**src/rtl/io_arb_pkg.sv**
```systemverilog
// Shared types and IO address map for the two-master IO bus arbiter.
// Consumers: io_arb_pick, io_bus_arbiter (build option IO_ARB_FIXED_PRIO_EN).
package io_arb_pkg;

  localparam int unsigned IO_ADDR_W = 8;
  localparam int unsigned IO_DATA_W = 32;
  localparam logic [IO_ADDR_W-1:0] IO_ADDR_MAX = 8'h18;

  localparam logic [IO_ADDR_W-1:0] LED_DATA = 8'h00;
  localparam logic [IO_ADDR_W-1:0] SWT_DATA = 8'h04;
  localparam logic [IO_ADDR_W-1:0] SEG_REDY = 8'h08;
  localparam logic [IO_ADDR_W-1:0] SEG_DATA = 8'h0C;
  localparam logic [IO_ADDR_W-1:0] SWX_REDY = 8'h10;
  localparam logic [IO_ADDR_W-1:0] SWX_DATA = 8'h14;
  localparam logic [IO_ADDR_W-1:0] CNT_DATA = 8'h18;

  typedef enum logic [1:0] {
    IDLE = 2'd0,
    BUS  = 2'd1,
    ACK  = 2'd2
  } arb_state_t;

  // Word-aligned and inside the decoded register window.
  function automatic logic addr_legal(input logic [IO_ADDR_W-1:0] addr,
                                      input logic [IO_ADDR_W-1:0] max_addr = IO_ADDR_MAX);
    return (addr <= max_addr) && (addr[1:0] == 2'b00);
  endfunction

endpackage

```
**src/rtl/io_arb_pick.sv**
```systemverilog
// Combinational winner selection between the two masters.
// IO_ARB_FIXED_PRIO_EN selects fixed m0 priority instead of round-robin.
module io_arb_pick
  import io_arb_pkg::*;
(
  input  logic req0,
  input  logic req1,
  input  logic last_id,
  output logic any_req,
  output logic win_id
);

  // Winner decode: on a tie the master not granted last wins (or m0 when fixed)
  always_comb begin
    any_req = req0 | req1;
    win_id  = 1'b0;
    if (req0 && req1) begin
`ifdef IO_ARB_FIXED_PRIO_EN
      win_id = 1'b0 & last_id;
`else
      win_id = ~last_id;
`endif
    end else if (req1) begin
      win_id = 1'b1;
    end else begin
      win_id = 1'b0;
    end
  end

endmodule

```
**src/rtl/io_bus_arbiter.sv**
```systemverilog
// Two-master IO bus arbiter/sequencer: one single-cycle strobe per held request.
// Build option IO_ARB_FIXED_PRIO_EN: fixed m0 priority, no round-robin pointer.
module io_bus_arbiter
  import io_arb_pkg::*;
#(
  parameter int unsigned ADDR_W = IO_ADDR_W,
  parameter int unsigned DATA_W = IO_DATA_W,
  parameter logic [ADDR_W-1:0] ADDR_MAX = 8'h18
) (
  input  logic              clk,
  input  logic              rst,
  input  logic              m0_req,
  input  logic              m0_we,
  input  logic [ADDR_W-1:0] m0_addr,
  input  logic [DATA_W-1:0] m0_wdata,
  output logic              m0_ack,
  output logic [DATA_W-1:0] m0_rdata,
  output logic              m0_err,
  input  logic              m1_req,
  input  logic              m1_we,
  input  logic [ADDR_W-1:0] m1_addr,
  input  logic [DATA_W-1:0] m1_wdata,
  output logic              m1_ack,
  output logic [DATA_W-1:0] m1_rdata,
  output logic              m1_err,
  output logic [ADDR_W-1:0] io_addr,
  output logic [DATA_W-1:0] io_dout,
  output logic              io_we,
  output logic              io_rd,
  input  logic [DATA_W-1:0] io_din,
  output logic              busy,
  output logic              gnt_id
);

  arb_state_t        state_r;
  logic              gnt_r;
  logic [ADDR_W-1:0] io_addr_r;
  logic [DATA_W-1:0] io_dout_r;
  logic              io_we_r, io_rd_r;
  logic              m0_ack_r, m1_ack_r, m0_err_r, m1_err_r;
  logic [DATA_W-1:0] m0_rdata_r, m1_rdata_r;
  logic              last_id_s, any_req_s, win_id_s;
  logic [ADDR_W-1:0] sel_addr_s;
  logic [DATA_W-1:0] sel_wdata_s;
  logic              sel_we_s;

`ifdef IO_ARB_FIXED_PRIO_EN
  assign last_id_s = gnt_r;
`else
  logic ptr_r;
  assign last_id_s = ptr_r;
`endif

  io_arb_pick u_pick (
    .req0    (m0_req),
    .req1    (m1_req),
    .last_id (last_id_s),
    .any_req (any_req_s),
    .win_id  (win_id_s)
  );

  // Route the winning master's request fields
  always_comb begin
    if (win_id_s) begin
      sel_addr_s  = m1_addr;
      sel_wdata_s = m1_wdata;
      sel_we_s    = m1_we;
    end else begin
      sel_addr_s  = m0_addr;
      sel_wdata_s = m0_wdata;
      sel_we_s    = m0_we;
    end
  end

  // Sequencer FSM with all bus and completion outputs registered
  always_ff @(posedge clk or posedge rst) begin
    if (rst) begin
      state_r    <= IDLE;
`ifndef IO_ARB_FIXED_PRIO_EN
      ptr_r      <= 1'b1;
`endif
      gnt_r      <= 1'b0;
      io_addr_r  <= {ADDR_W{1'b0}};
      io_dout_r  <= {DATA_W{1'b0}};
      io_we_r    <= 1'b0;
      io_rd_r    <= 1'b0;
      m0_ack_r   <= 1'b0;
      m1_ack_r   <= 1'b0;
      m0_err_r   <= 1'b0;
      m1_err_r   <= 1'b0;
      m0_rdata_r <= {DATA_W{1'b0}};
      m1_rdata_r <= {DATA_W{1'b0}};
    end else begin
      case (state_r)
        IDLE: begin
          if (any_req_s) begin
            gnt_r <= win_id_s;
`ifndef IO_ARB_FIXED_PRIO_EN
            ptr_r <= win_id_s;
`endif
            if (addr_legal(sel_addr_s, ADDR_MAX)) begin
              state_r   <= BUS;
              io_addr_r <= sel_addr_s;
              io_dout_r <= sel_wdata_s;
              io_we_r   <= sel_we_s;
              io_rd_r   <= ~sel_we_s;
            end else if (win_id_s) begin
              // Illegal address: complete with error, no bus cycle
              state_r    <= ACK;
              m1_ack_r   <= 1'b1;
              m1_err_r   <= 1'b1;
              m1_rdata_r <= {DATA_W{1'b0}};
            end else begin
              state_r    <= ACK;
              m0_ack_r   <= 1'b1;
              m0_err_r   <= 1'b1;
              m0_rdata_r <= {DATA_W{1'b0}};
            end
          end else begin
            state_r <= IDLE;
          end
        end
        BUS: begin
          state_r <= ACK;
          io_we_r <= 1'b0;
          io_rd_r <= 1'b0;
          if (gnt_r) begin
            m1_ack_r   <= 1'b1;
            m1_err_r   <= 1'b0;
            m1_rdata_r <= io_rd_r ? io_din : {DATA_W{1'b0}};
          end else begin
            m0_ack_r   <= 1'b1;
            m0_err_r   <= 1'b0;
            m0_rdata_r <= io_rd_r ? io_din : {DATA_W{1'b0}};
          end
        end
        ACK: begin
          state_r  <= IDLE;
          m0_ack_r <= 1'b0;
          m1_ack_r <= 1'b0;
        end
        default: begin
          state_r  <= IDLE;
          io_we_r  <= 1'b0;
          io_rd_r  <= 1'b0;
          m0_ack_r <= 1'b0;
          m1_ack_r <= 1'b0;
        end
      endcase
    end
  end

  assign busy     = (state_r != IDLE);
  assign gnt_id   = gnt_r;
  assign io_addr  = io_addr_r;
  assign io_dout  = io_dout_r;
  assign io_we    = io_we_r;
  assign io_rd    = io_rd_r;
  assign m0_ack   = m0_ack_r;
  assign m1_ack   = m1_ack_r;
  assign m0_err   = m0_err_r;
  assign m1_err   = m1_err_r;
  assign m0_rdata = m0_rdata_r;
  assign m1_rdata = m1_rdata_r;

endmodule

```
**config.mk**
```make
export PLATFORM = sky130hd
export DESIGN_NAME = io_bus_arbiter
export DESIGN_NICKNAME = d
export VERILOG_FILES = /design/src/rtl/io_arb_pkg.sv /design/src/rtl/io_arb_pick.sv /design/src/rtl/io_bus_arbiter.sv
export SDC_FILE = /design/constraint.sdc
export NUM_CORES = 1
export LEC_CHECK = 0
export ABC_CLOCK_PERIOD_IN_PS = 9400
export BUFFER_PORTS_ARGS = -buffer_cell sky130_fd_sc_hd__buf_4
export CAP_MARGIN = 20
export CORE_ASPECT_RATIO = 0.5
export CORE_MARGIN = 8
export CORE_UTILIZATION = 51
export CTS_CLUSTER_SIZE = 10
export DETAILED_ROUTE_END_ITERATION = 8
export PLACE_DENSITY = 0.84
export RECOVER_POWER = 50
export SLEW_MARGIN = 20
export SYNTH_ARGS = -nofsm -noshare
export SYNTH_HDL_FRONTEND = slang
export SYNTH_HIERARCHICAL = 1
export SYNTH_SLANG_ARGS = --single-unit
```
**constraint.sdc**
```tcl
create_clock -name clk -period 9.4 [get_ports clk]
set_input_delay 1.88 -clock clk [delete_from_list [all_inputs] [get_ports clk]]
set_output_delay 1.88 -clock clk [all_outputs]
set_load 0.1 [all_outputs]
```
; ---- Yosys cells after proc, flatten, opt, wreduce, memory -nomap -nowiden
; Index checks and enable logic that the tools add are counted.
[word_totals]
ff_bits = 114
latch_bits = 0
ram_bits = 0
rom_bits = 0
in_bits = 118
output_inout_bits = 112
n_memories = 0
[op_classes]
addsub = 0
mul = 0
n_div = 0
magnitude_cmp = 1
n_eq_ne = 9
n_shift = 0
n_mux = 39
bitwise = 4
reduce_logical = 13
[ops]
columns = op, n
row1 = 32-bit 2-to-1 mux, 10
row2 = 32-bit one-hot mux with 2 select lines, 2
row3 = 1-bit 2-to-1 mux, 17
row4 = 2-bit inequality test (second input constant), 7
row5 = 1-bit one-hot mux with 2 select lines, 6
row6 = 5-bit AND reduction, 2
row7 = 8-bit by 5-bit <= comparator with 1-bit output (second input constant), 1
row8 = 8-bit 2-to-1 mux, 1
row9 = 4-bit AND reduction, 2
row10 = 3-bit AND reduction, 2
row11 = 2-bit zero test, 2
row12 = 2-bit 2-to-1 mux, 2
row13 = 2-bit one-hot mux with 2 select lines, 1
row14 = 2-bit nonzero test, 2
row15 = 1-bit NOT, 3
row16 = 2-bit by 1-bit == test with 1-bit output (second input constant), 1
row17 = 2-bit == test (second input constant), 1
row18 = 1-bit logical AND, 2
row19 = 2-bit AND reduction, 1
row20 = 1-bit OR, 1

; ---- Depth between registers and ports, before layout
; Gate-level depths: netlist (run 1).
[depth]
depth_word = 8
depth_mapped = 9
ltp_nobuf = 6

; ---- Modules after synthesis
; Netlist (run 1), hierarchy kept.
[modules_own_cells]
columns = module, instances, cells_per_inst, area_per_inst_um2
row1 = io_bus_arbiter, 1, 389, 5143.7
row2 = io_arb_pick, 1, 2, 13.8

; ---- Least setup slack after synthesis (run 1)
; OpenSTA, ideal clock, no wires.
[synth_path]
path_kind = input-to-reg
start = in m1_req
end = reg m1_rdata_r[10], in the netlist m1_rdata[10]
setup_ps = 126
arrival_ps = 3446
required_ps = 9274
setup_slack_ps = 5828
cell_stages = 8
n_path_buf = 3
path_cell_list = a21boi_1 -> buf_2 -> buf_4 -> mux2i_1 -> nor2_1 -> a21boi_4 -> buf_6 -> mux2_4
[synth_via]
elab_chain_len = 7
[synth_lines]
columns = element, line
row1 = start: declaration, io_bus_arbiter.sv:19  ; input logic m1_req,
row2 = 1-bit 2-to-1 mux / 1-bit logical AND (equally long branches), "io_arb_pick.sv:23, io_arb_pick.sv:17"
row3 = 1-bit 2-to-1 mux, io_arb_pick.sv:17  ; if (req0 && req1) begin
row4 = 8-bit 2-to-1 mux, io_bus_arbiter.sv:64  ; if (win_id_s) begin
row5 = 8-bit by 5-bit <= comparator with 1-bit output / 2-bit zero test (equally long branches), io_arb_pkg.sv:26  ; return (addr <= max_addr) && (addr[1:0] == 2'b00);
row6 = 1-bit logical AND, io_arb_pkg.sv:26
row7 = 2-bit inequality test (no source line), --
row8 = 5-bit AND reduction (no source line) *, --
row9 = end signal: assignment, io_bus_arbiter.sv:92  ; m1_rdata_r <= {DATA_W{1'b0}};
row10 = end signal: assignment, io_bus_arbiter.sv:112  ; m1_rdata_r <= {DATA_W{1'b0}};
row11 = end signal: assignment, io_bus_arbiter.sv:130  ; m1_rdata_r <= io_rd_r ? io_din : {DATA_W{1'b0}};
row12 = end: declaration, io_bus_arbiter.sv:41  ; logic [DATA_W-1:0] m0_rdata_r, m1_rdata_r;
; Every way passes the cells marked *; elsewhere a longest branch is shown, timed or not.
; A chain may end at the register's enable or synchronous reset.

; ---- Worst setup path after layout (run 1)
[layout_path]
start = in m0_req
end = reg m1_rdata_r[31], in the netlist m1_rdata[31]
[layout_via]
elab_chain_len = 7
[layout_lines]
columns = element, line
row1 = start: declaration, io_bus_arbiter.sv:12  ; input logic m0_req,
row2 = 1-bit logical AND *, io_arb_pick.sv:17
row3 = 1-bit 2-to-1 mux *, io_arb_pick.sv:17
row4 = net win_id_s, io_bus_arbiter.sv:42  ; logic last_id_s, any_req_s, win_id_s;
row5 = 8-bit 2-to-1 mux, io_bus_arbiter.sv:64
row6 = 8-bit by 5-bit <= comparator with 1-bit output / 2-bit zero test (equally long branches), io_arb_pkg.sv:26
row7 = 1-bit logical AND, io_arb_pkg.sv:26
row8 = 2-bit inequality test (no source line), --
row9 = 5-bit AND reduction (no source line) *, --
; The timed path passes the listed nets; every way through them passes the cells marked *.

==> impl_metrics.py, run 1 <==
metrics = {
    "place": {
        "dpl_cell_area_sq_um": 6970,
        "place.gp.congestion": 0.764,
        "place_hpwl_um": 10800,
        "port_buffers": 229,
        "dp_slack_ps": 4410,
    },
    "route": {
        "dr.pass1.iters": 6,
        "vias": 3847,
        "wl_per_cell_um": 19.2,
        "postRouteWirelength_um": 14900,
        "viasPerCell": 4.97,
        "drt_drc_violations_left": 0,
        "ant_nets": 0,
        "first_iter_violations": 214,
    },
    "run": {
        "max_cap_violations": 2,
    },
    "logic_synthesis": {
        "synth-async-reset-ratio_pct": 100,
        "synthFlopType": "dfrtp_1",
        "ys_ff_latch": 114,
        "syn_inst": 391,
        "yosys_warnings": 6,
        "syn_nets": 509,
        "avgSynthCellArea_sq_um": 13.2,
        "synth_edf_count": 0,
        "synthesis.area_sq_um": 5160,
        "seq_area_frac_synth_pct": 55.3,
        "synth.distinct_cells": 38,
    },
    "sta": {
        "setup_viol": 0,
        "slew_headroom_pct": -90.9,
        "achievable-frequency_ghz": 0.159,
        "slew_violations": 82,
        "hold_viol": 0,
        "tightest_slew_ps": 2860,
        "setup_tns_ps": 0,
        "layout_setup_ws_ps": 3110,
        "post-route-min-period_ps": 6290,
        "period_share_pct": 66.9,
        "rsz0062_at_grt": "false",
        "finalClockSkew_ps": 14.0,
    },
    "worst_setup_path": {
        "critical_path.top_delay_family": "buffers and inverters",
        "cp_max_fo": 43,
        "critical_path_buf_inv_count": 3,
        "critPathSlowestCell": "clkbuf_1",
        "crit_path_end_kind": "flop",
        "slowest_delay_ps": 2030,
        "crit_chain": "buf_4, a21boi_0, clkbuf_1, nand2_1, o22ai_2, o21ai_4, a21boi_4, buf_4, mux2_2",
        "cp.required_ps": 9680,
        "crit_path_start_kind": "input port",
        "cp_common_cell": "buf_4",
        "criticalPathCategory": "in -> reg",
        "cp.arrival_ps": 6570,
    },
    "pwr": {
        "peakVddDrop_mv": 0.149,
        "p_per_area_nw_per_um2": 286,
        "p_leak_nw": 3.51,
    },
    "run_status": {
        "outcome": "finished, violations left",
        "violations": "max-capacitance violations, max-slew violations",
    },
    "clock_network": {
        "postCtsResizedCells": 0,
        "ctsHoldBuffers": 0,
        "clock_path_buffers": 2,
        "htreeDepth": 4,
        "cts_tree": "yes",
        "cts.sinks": 114,
        "cts_buffers": 17,
        "clk_pin_slew_ps": 50,
        "cts_setup_buffers": 0,
        "clk_latency_ps": 410,
        "cts_root_buf": "clkbuf_16",
    },
    "die": {
        "core_sq_um": 10000,
        "dieArea_sq_um": 13800,
        "ioPinCount": 230,
        "start_util_pct": 51.5,
        "fp.dieH_um": 87.1,
        "die_x_um": 158,
        "num_rows": 26,
    },
    "global_route": {
        "track_usage_pct": 21.3,
        "overflow": 0,
        "grt_pass1_vias": 4116,
        "antenna_found_initial": 0,
        "grt_max_degree": 79,
        "grt_pass1_wl_um": 22700,
    },
    "hold_path": {
        "hp-class": "reg -> reg",
    },
    "final_layout": {
        "diodes": 0,
        "final_common_cell": "buf_4",
        "final_cell_mix": "121 x buf_4, 117 x clkbuf_1, 113 x dfrtp_1",
        "area_growth_pct": 37.6,
        "fillers": 788,
        "nets": 739,
        "fin_area_sq_um": 7100,
        "drive_gt1_share_pct": 35.6,
    },
}
registers in the layout, summed over array words and instances (netlist names), 2 cells and up:
name / flops
m0_rdata: 32
io_dout: 32
io_addr: 8
state_r: 2
m1_rdata: 32
where the power goes:
group          internal [W]  leakage, nW  switching [W]
combinational      0.000131         1.71       0.000695
sequential         0.000567         1.52      0.0000415
clock              0.000389        0.278       0.000206
total               0.00109         3.51       0.000943
metal layers:
layer | track usage (%) | part of all wire (%) | vias up
met5 | 0 | 0 | -
met4 | 9.43 | 2.6 | 0
met3 | 5.40 | 5.7 | 29
met2 | 37.9 | 52 | 130
met1 | 24.1 | 40 | 1887
li1 | - | - | 1801
final timing paths:
path,cells past startpoint,end,start,slack [ps]
max reg2reg,8,m1_rdata[31]$_DFFE_PP0P_,last_id_s$_DFFE_PP1P_,4320
max,9,m1_rdata[31]$_DFFE_PP0P_,m0_req,3110
min,2,last_id_s$_DFFE_PP1P_,last_id_s$_DFFE_PP1P_,470
min in group asynchronous,2,io_dout[15]$_DFFE_PP0P_,rst,1850
max in group asynchronous,3,m1_rdata[24]$_DFFE_PP0P_,rst,5930
min reg2reg,2,last_id_s$_DFFE_PP1P_,last_id_s$_DFFE_PP1P_,470
Yosys cell counts (2+ instances only):
master / n / area share [%]
nor2_1: 39 / 2.8
mux2i_1: 37 / 7.2
and2_1: 32 / 3.9
a21oi_1: 36 / 3.5
clkbuf_1: 7 / 0.51
o22ai_2: 2 / 0.49
mux2_4: 56 / 16
nand2b_1: 2 / 0.24
mux2_2: 8 / 1.7
nand2_1: 10 / 0.73
nor2b_1: 5 / 0.61
buf_6: 6 / 1.3
inv_1: 7 / 0.51
buf_1: 3 / 0.22
buf_2: 6 / 0.58
dfrtp_1: 113 / 55
stage by stage:
step                      hold WS [ps]  util, %  instances  power (W)
after global placement             463     69.6        742    0.00149
after global routing               492     70.8        774    0.00210
after CTS                          500     75.1        774    0.00211
final                              469     70.8        774    0.00203
after detailed placement           487     69.6        742    0.00151
after floorplan                    439        -        391    0.00130
worst register-to-register path: cells and delay by family (launching register included):
kind                   cells  cell delay (ps)
buffers and inverters      2             2500
AOI/OAI and AO/OA          4             1420
muxes                      1              380
DFF                        1              360
and+or+nand+nor            1              300
final cells by class:
class	instances	area [sq um]	share of cell area (%)
clock buffers	26	499	7.04
clock inverters	6	55.1	0.776
inverters	7	27.5	0.388
multi-input cells	247	2150	30.3
flip-flops and latches	114	2850	40.2
well taps	140	175	2.47
repair buffers	234	1340	18.8
kinds of logic (layout without fill, tap and decap cells):
family,after synthesis,after routing,synth area share (%)
flops,114,114,55.3
compound gates,49,49,6.16
buf+inv,30,273,3.28
mux,101,101,25.2
simple gates,97,97,10.0
Note: power is estimated with default switching activity, not from simulation.
==> inputs of run 2 (changes only) <==
--- a/config.mk
+++ b/config.mk
@@ -5,15 +5,15 @@
 export SDC_FILE = /design/constraint.sdc
 export NUM_CORES = 1
 export LEC_CHECK = 0
-export ABC_CLOCK_PERIOD_IN_PS = 9400
+export ABC_CLOCK_PERIOD_IN_PS = 5600
 export BUFFER_PORTS_ARGS = -buffer_cell sky130_fd_sc_hd__buf_4
 export CAP_MARGIN = 20
 export CORE_ASPECT_RATIO = 0.5
 export CORE_MARGIN = 8
-export CORE_UTILIZATION = 51
+export CORE_UTILIZATION = 43
 export CTS_CLUSTER_SIZE = 10
 export DETAILED_ROUTE_END_ITERATION = 8
-export PLACE_DENSITY = 0.84
+export PLACE_DENSITY = 0.75
 export RECOVER_POWER = 50
 export SLEW_MARGIN = 20
 export SYNTH_ARGS = -nofsm -noshare
==> constraint.sdc (replaced) <==
create_clock -name clk -period 5.6 [get_ports clk]
set_input_delay 1.12 -clock clk [delete_from_list [all_inputs] [get_ports clk]]
set_output_delay 1.12 -clock clk [all_outputs]
set_load 0.1 [all_outputs]
==> run 2 against run 1 <==
The flow still finishes with violations (max-capacitance violations, max-slew violations); first-iteration DRC count decreased by 51%; worst setup slack got worse by 1400 ps; core utilization decreased by 8.0 points; largest cell class unchanged.
==> impl_metrics.py, run 2 (same netlist as run 1, synthesis figures left out) <==
metrics = {
    "sta": {
        "setup_tns_ps": 0,
        "slew_headroom_pct": -136,
        "finalClockSkew_ps": 6.49,
        "tightest_slew_ps": 3530,
        "rsz0062_at_grt": "false",
        "layout_setup_ws_ps": 1740,
        "setup_viol": 0,
        "period_share_pct": 69.0,
        "post-route-min-period_ps": 3860,
        "hold_viol": 0,
        "achievable-frequency_ghz": 0.259,
        "slew_violations": 82,
    },
    "die": {
        "fp.dieH_um": 93.4,
        "ioPinCount": 230,
        "num_rows": 28,
        "start_util_pct": 43.8,
        "dieArea_sq_um": 16000,
        "die_x_um": 171,
        "core_sq_um": 11800,
    },
    "worst_setup_path": {
        "cp.arrival_ps": 4150,
        "r2r_slack_ps": 2180,
        "cp.required_ps": 5880,
        "crit_path_end_kind": "flop",
        "criticalPathCategory": "in -> reg",
        "reg2regPathDepth": 7,
        "rr_startpoint": "last_id_s$_DFFE_PP1P_",
        "reg2reg_to": "m1_rdata[28]$_DFFE_PP0P_",
        "cp_max_fo": 18,
        "crit_path_start_kind": "input port",
    },
    "global_route": {
        "grt_max_degree": 82,
        "track_usage_pct": 17.5,
        "antenna_found_initial": 0,
        "overflow": 0,
        "grt_pass1_vias": 4023,
        "grt_pass1_wl_um": 22000,
    },
    "hold_path": {
        "holdPathEnd": "m1_ack$_DFFE_PP0P_",
        "hp-class": "reg -> reg",
        "hold_path_depth": 1,
        "hp-start": "m1_ack$_DFFE_PP0P_",
    },
    "route": {
        "first_iter_violations": 105,
        "vias": 3794,
        "ant_nets": 0,
        "wl_per_cell_um": 17.9,
        "viasPerCell": 4.74,
        "drt_drc_violations_left": 0,
        "dr.pass1.iters": 4,
        "postRouteWirelength_um": 14300,
    },
    "place": {
        "place_hpwl_um": 10600,
        "dp_slack_ps": 1770,
        "port_buffers": 229,
        "dpl_cell_area_sq_um": 7020,
        "place.gp.congestion": 0.737,
    },
    "final_layout": {
        "final_common_cell": "buf_4",
        "nets": 741,
        "final_cell_mix": "179 x buf_4, 113 x dfrtp_1, 57 x clkbuf_1",
        "fin_area_sq_um": 7390,
        "area_growth_pct": 43.4,
        "drive_gt1_share_pct": 45.2,
        "diodes": 0,
    },
    "pwr": {
        "peakVddDrop_mv": 0.209,
        "finalPower_w": 0.00352,
        "p_per_area_nw_per_um2": 476,
        "p_leak_nw": 3.76,
    },
    "clock_network": {
        "cts_setup_buffers": 0,
        "ctsHoldBuffers": 0,
        "postCtsResizedCells": 0,
        "clock_path_buffers": 2,
        "cts_tree": "yes",
        "cts.sinks": 114,
        "clk_pin_slew_ps": 50,
        "clk_latency_ps": 400,
        "cts_root_buf": "clkbuf_16",
        "htreeDepth": 4,
        "cts_buffers": 17,
    },
    "run": {
        "max_cap_violations": 1,
    },
    "run_status": {
        "outcome": "finished, violations left",
        "violations": "max-capacitance violations, max-slew violations",
    },
}
## run 2: changes by cell type in the layout (fill, tap and decap cells not counted), moves of 2 or more
cell	change
clkbuf_8	-2
bufinv_16	+2
buf_4	+58
clkinvlp_4	+2
clkbuf_1	-60
## run 2: cell type report
class / count / area, sq um
fillers: 959 / 4380
flip-flops and latches: 114 / 2850
multi-input cells: 247 / 2150
repair buffers: 236 / 1560
clock buffers: 21 / 460
well taps: 165 / 206
clock inverters: 10 / 134
inverters: 7 / 27.5
## run 2: worst max-delay path by stage
stage / from / to / slack [ps] / cells after the start
finish: m0_req / m1_rdata[28]$_DFFE_PP0P_ / 1740 / 8
global route: rst / m1_rdata[8]$_DFFE_PP0P_ / 1140 / 3
CTS: m0_req / m1_rdata[28]$_DFFE_PP0P_ / 2160 / 9
detailed placement: m0_req / m1_rdata[29]$_DFFE_PP0P_ / 1770 / 9
global placement: m0_req / m1_rdata[29]$_DFFE_PP0P_ / 1850 / 9
floorplan: rst / gnt_id$_DFFE_PP0P_ / 1470 / 1
## run 2: worst max-delay path: stages
cell and delay [ps]:
buf_4 110, a21boi_0 220, clkbuf_1 930, mux2i_1 220, nor2_1 240, a21boi_4 580
buf_4 360, mux2_2 360
## run 2: report_power, final
| part | internal [W] | total, W | switching (W) |
|---|---|---|---|
| Combinational | 0.000259 | 0.00142 | 0.00116 |
| Clock | 0.000718 | 0.00108 | 0.000361 |
| Sequential | 0.000951 | 0.00102 | 0.0000704 |
## run 2: metrics by stage
| stage | hold slack (ps) | cells | utilization [%] |
|---|---|---|---|
| after floorplan | 439 | 391 | - |
| after global placement | 464 | 769 | 59.6 |
| after detailed placement | 474 | 769 | 59.6 |
| after CTS | 483 | 800 | 64.6 |
| after global routing | 494 | 800 | 62.8 |
| final | 478 | 800 | 62.8 |
## run 2: layer usage
layer | wire length (um) | track usage [%]
met3 | 693 | 4.29
met2 | 7760 | 32.0
met1 | 5710 | 19.9
met4 | 185 | 6.25
met5 | 0 | 0
==> inputs of run 3 (changes only) <==
--- a/config.mk
+++ b/config.mk
@@ -5,7 +5,7 @@
 export SDC_FILE = /design/constraint.sdc
 export NUM_CORES = 1
 export LEC_CHECK = 0
-export ABC_CLOCK_PERIOD_IN_PS = 5600
+export ABC_CLOCK_PERIOD_IN_PS = 3250
 export BUFFER_PORTS_ARGS = -buffer_cell sky130_fd_sc_hd__buf_4
 export CAP_MARGIN = 20
 export CORE_ASPECT_RATIO = 0.5
==> constraint.sdc (replaced) <==
create_clock -name clk -period 3.25 [get_ports clk]
set_input_delay 0.65 -clock clk [delete_from_list [all_inputs] [get_ports clk]]
set_output_delay 0.65 -clock clk [all_outputs]
set_load 0.1 [all_outputs]
==> run 3 against run 2 <==
The flow now finishes without violations; die area stayed put; non-clock buffer count increased by 5; wire length is 1.7% lower; sequential power is 73% higher; core utilization increased by 0.68 points; combinational power up 71%; register-to-register slack got worse by 1300 ps.
==> impl_metrics.py, run 3 (same netlist as run 1, synthesis figures left out) <==
metrics = {
    "clock_network": {
        "clk_latency_ps": 400,
        "postCtsResizedCells": 0,
        "cts_root_buf": "clkbuf_16",
        "clock_path_buffers": 2,
        "cts_tree": "yes",
        "cts.sinks": 114,
        "cts_buffers": 17,
        "cts_setup_buffers": 0,
        "htreeDepth": 4,
        "clk_pin_slew_ps": 50,
        "ctsHoldBuffers": 0,
    },
    "place": {
        "port_buffers": 229,
        "place.gp.congestion": 0.745,
        "dpl_cell_area_sq_um": 7090,
        "place_inst": 774,
        "place_hpwl_um": 10600,
    },
    "hold_path": {
        "hp-class": "reg -> reg",
        "hp-start": "m1_ack$_DFFE_PP0P_",
    },
    "route": {
        "vias": 3796,
        "wl_per_cell_um": 17.5,
        "dr.pass1.iters": 4,
        "drt_drc_violations_left": 0,
        "ant_nets": 0,
        "first_iter_violations": 188,
        "viasPerCell": 4.72,
        "postRouteWirelength_um": 14100,
    },
    "pwr": {
        "p_clk_share_pct": 30.4,
        "p_sw_share_pct": 45.5,
        "power_frac_seq_pct": 29.2,
        "p_per_area_nw_per_um2": 806,
        "p_int_w": 0.00328,
        "peakVddDrop_mv": 0.447,
        "p_comb_share_pct": 40.4,
        "p_leak_nw": 3.80,
        "p_sw_w": 0.00274,
    },
    "worst_setup_path": {
        "critical_path.top_delay_family": "buffers and inverters",
        "cp.arrival_ps": 2690,
        "rr_startpoint": "last_id_s$_DFFE_PP1P_",
        "cp.required_ps": 3530,
        "slowest_delay_ps": 390,
        "critical_path_buf_inv_count": 2,
        "crit_chain": "a21boi_4, buf_4, mux2i_1, nor2_1, a21boi_4, buf_4, mux2_2",
        "cp_max_fo": 18,
        "critPathSlowestCell": "dfstp_2",
        "cp-startpoint": "last_id_s$_DFFE_PP1P_",
        "criticalPathCategory": "reg -> reg",
        "crit_path_end_kind": "flop",
        "crit_path_start_kind": "flop",
    },
    "final_layout": {
        "final_cell_mix": "182 x buf_4, 113 x dfrtp_1, 56 x mux2_4",
        "drive_gt1_share_pct": 46.1,
        "diodes": 0,
        "fin_util_pct": 63.5,
        "area_growth_pct": 44.9,
        "nets": 746,
        "final_common_cell": "buf_4",
        "fin_cells": 805,
        "fin_area_sq_um": 7470,
        "fillers": 943,
    },
    "sta": {
        "slew_violations": 0,
        "achievable-frequency_ghz": 0.414,
        "setup_tns_ps": 0,
        "period_share_pct": 74.2,
        "hold_viol": 0,
        "setup_viol": 0,
        "slew_headroom_pct": 8.43,
        "rsz0062_at_grt": "false",
        "post-route-min-period_ps": 2410,
        "finalClockSkew_ps": 6.27,
        "tightest_slew_ps": 1370,
    },
    "die": {
        "core_sq_um": 11800,
        "num_rows": 28,
        "die_x_um": 171,
        "ioPinCount": 230,
        "start_util_pct": 43.8,
        "fp.dieH_um": 93.4,
        "dieArea_sq_um": 16000,
    },
    "global_route": {
        "overflow": 0,
        "grt_max_degree": 57,
        "grt_pass1_vias": 3956,
        "track_usage_pct": 17.4,
        "grt_pass1_wl_um": 22100,
        "antenna_found_initial": 0,
    },
    "run_status": {
        "outcome": "complete, no violations",
    },
    "run": {
        "max_cap_violations": 0,
    },
}
## run 3: layout make-up
type                    count  area [sq um]  area share (%)
clock buffers              22           484            6.48
clock inverters             9           105            1.41
inverters                   7          27.5           0.368
multi-input cells         247          2150            28.8
flip-flops and latches    114          2850            38.2
well taps                 165           206            2.76
repair buffers            241          1640            22.0
## run 3: power groups by stage
stage | clock network (W) | logic, W | registers [W]
floorplan | 0 | 0.000435 | 0.00331
global placement | 0 | 0.00257 | 0.00177
detailed placement | 0 | 0.00258 | 0.00178
CTS | 0.00188 | 0.00259 | 0.00176
global route | 0.00195 | 0.00252 | 0.00179
finish | 0.00183 | 0.00243 | 0.00176
## run 3: final timing paths
check	to	slack, ps	depth (start not counted)
max in group asynchronous	m1_rdata[0]$_DFFE_PP0P_	1380	3
min	m1_ack$_DFFE_PP0P_	490	1
min reg2reg	m1_ack$_DFFE_PP0P_	490	1
min in group asynchronous	io_dout[20]$_DFFE_PP0P_	560	2
max	m1_rdata[28]$_DFFE_PP0P_	840	7
max reg2reg	m1_rdata[28]$_DFFE_PP0P_	840	7
## run 3: metal layers
metal	part of all wire [%]	track usage, %	vias up
met5	0	0	-
met4	1.7	6.33	0
met3	5.3	4.12	20
met2	54	31.7	91
met1	39	19.9	1862
li1	-	-	1823
## run 3: per-stage QoR
| step | hold WS, ps | total power, W | setup slack, ps |
|---|---|---|---|
| after floorplan | 439 | 0.00375 | 908 |
| after CTS | 372 | 0.00623 | 816 |
| after global placement | 464 | 0.00434 | 533 |
| after global routing | 514 | 0.00625 | 649 |
| after detailed placement | 487 | 0.00437 | 460 |
| final | 490 | 0.00602 | 837 |
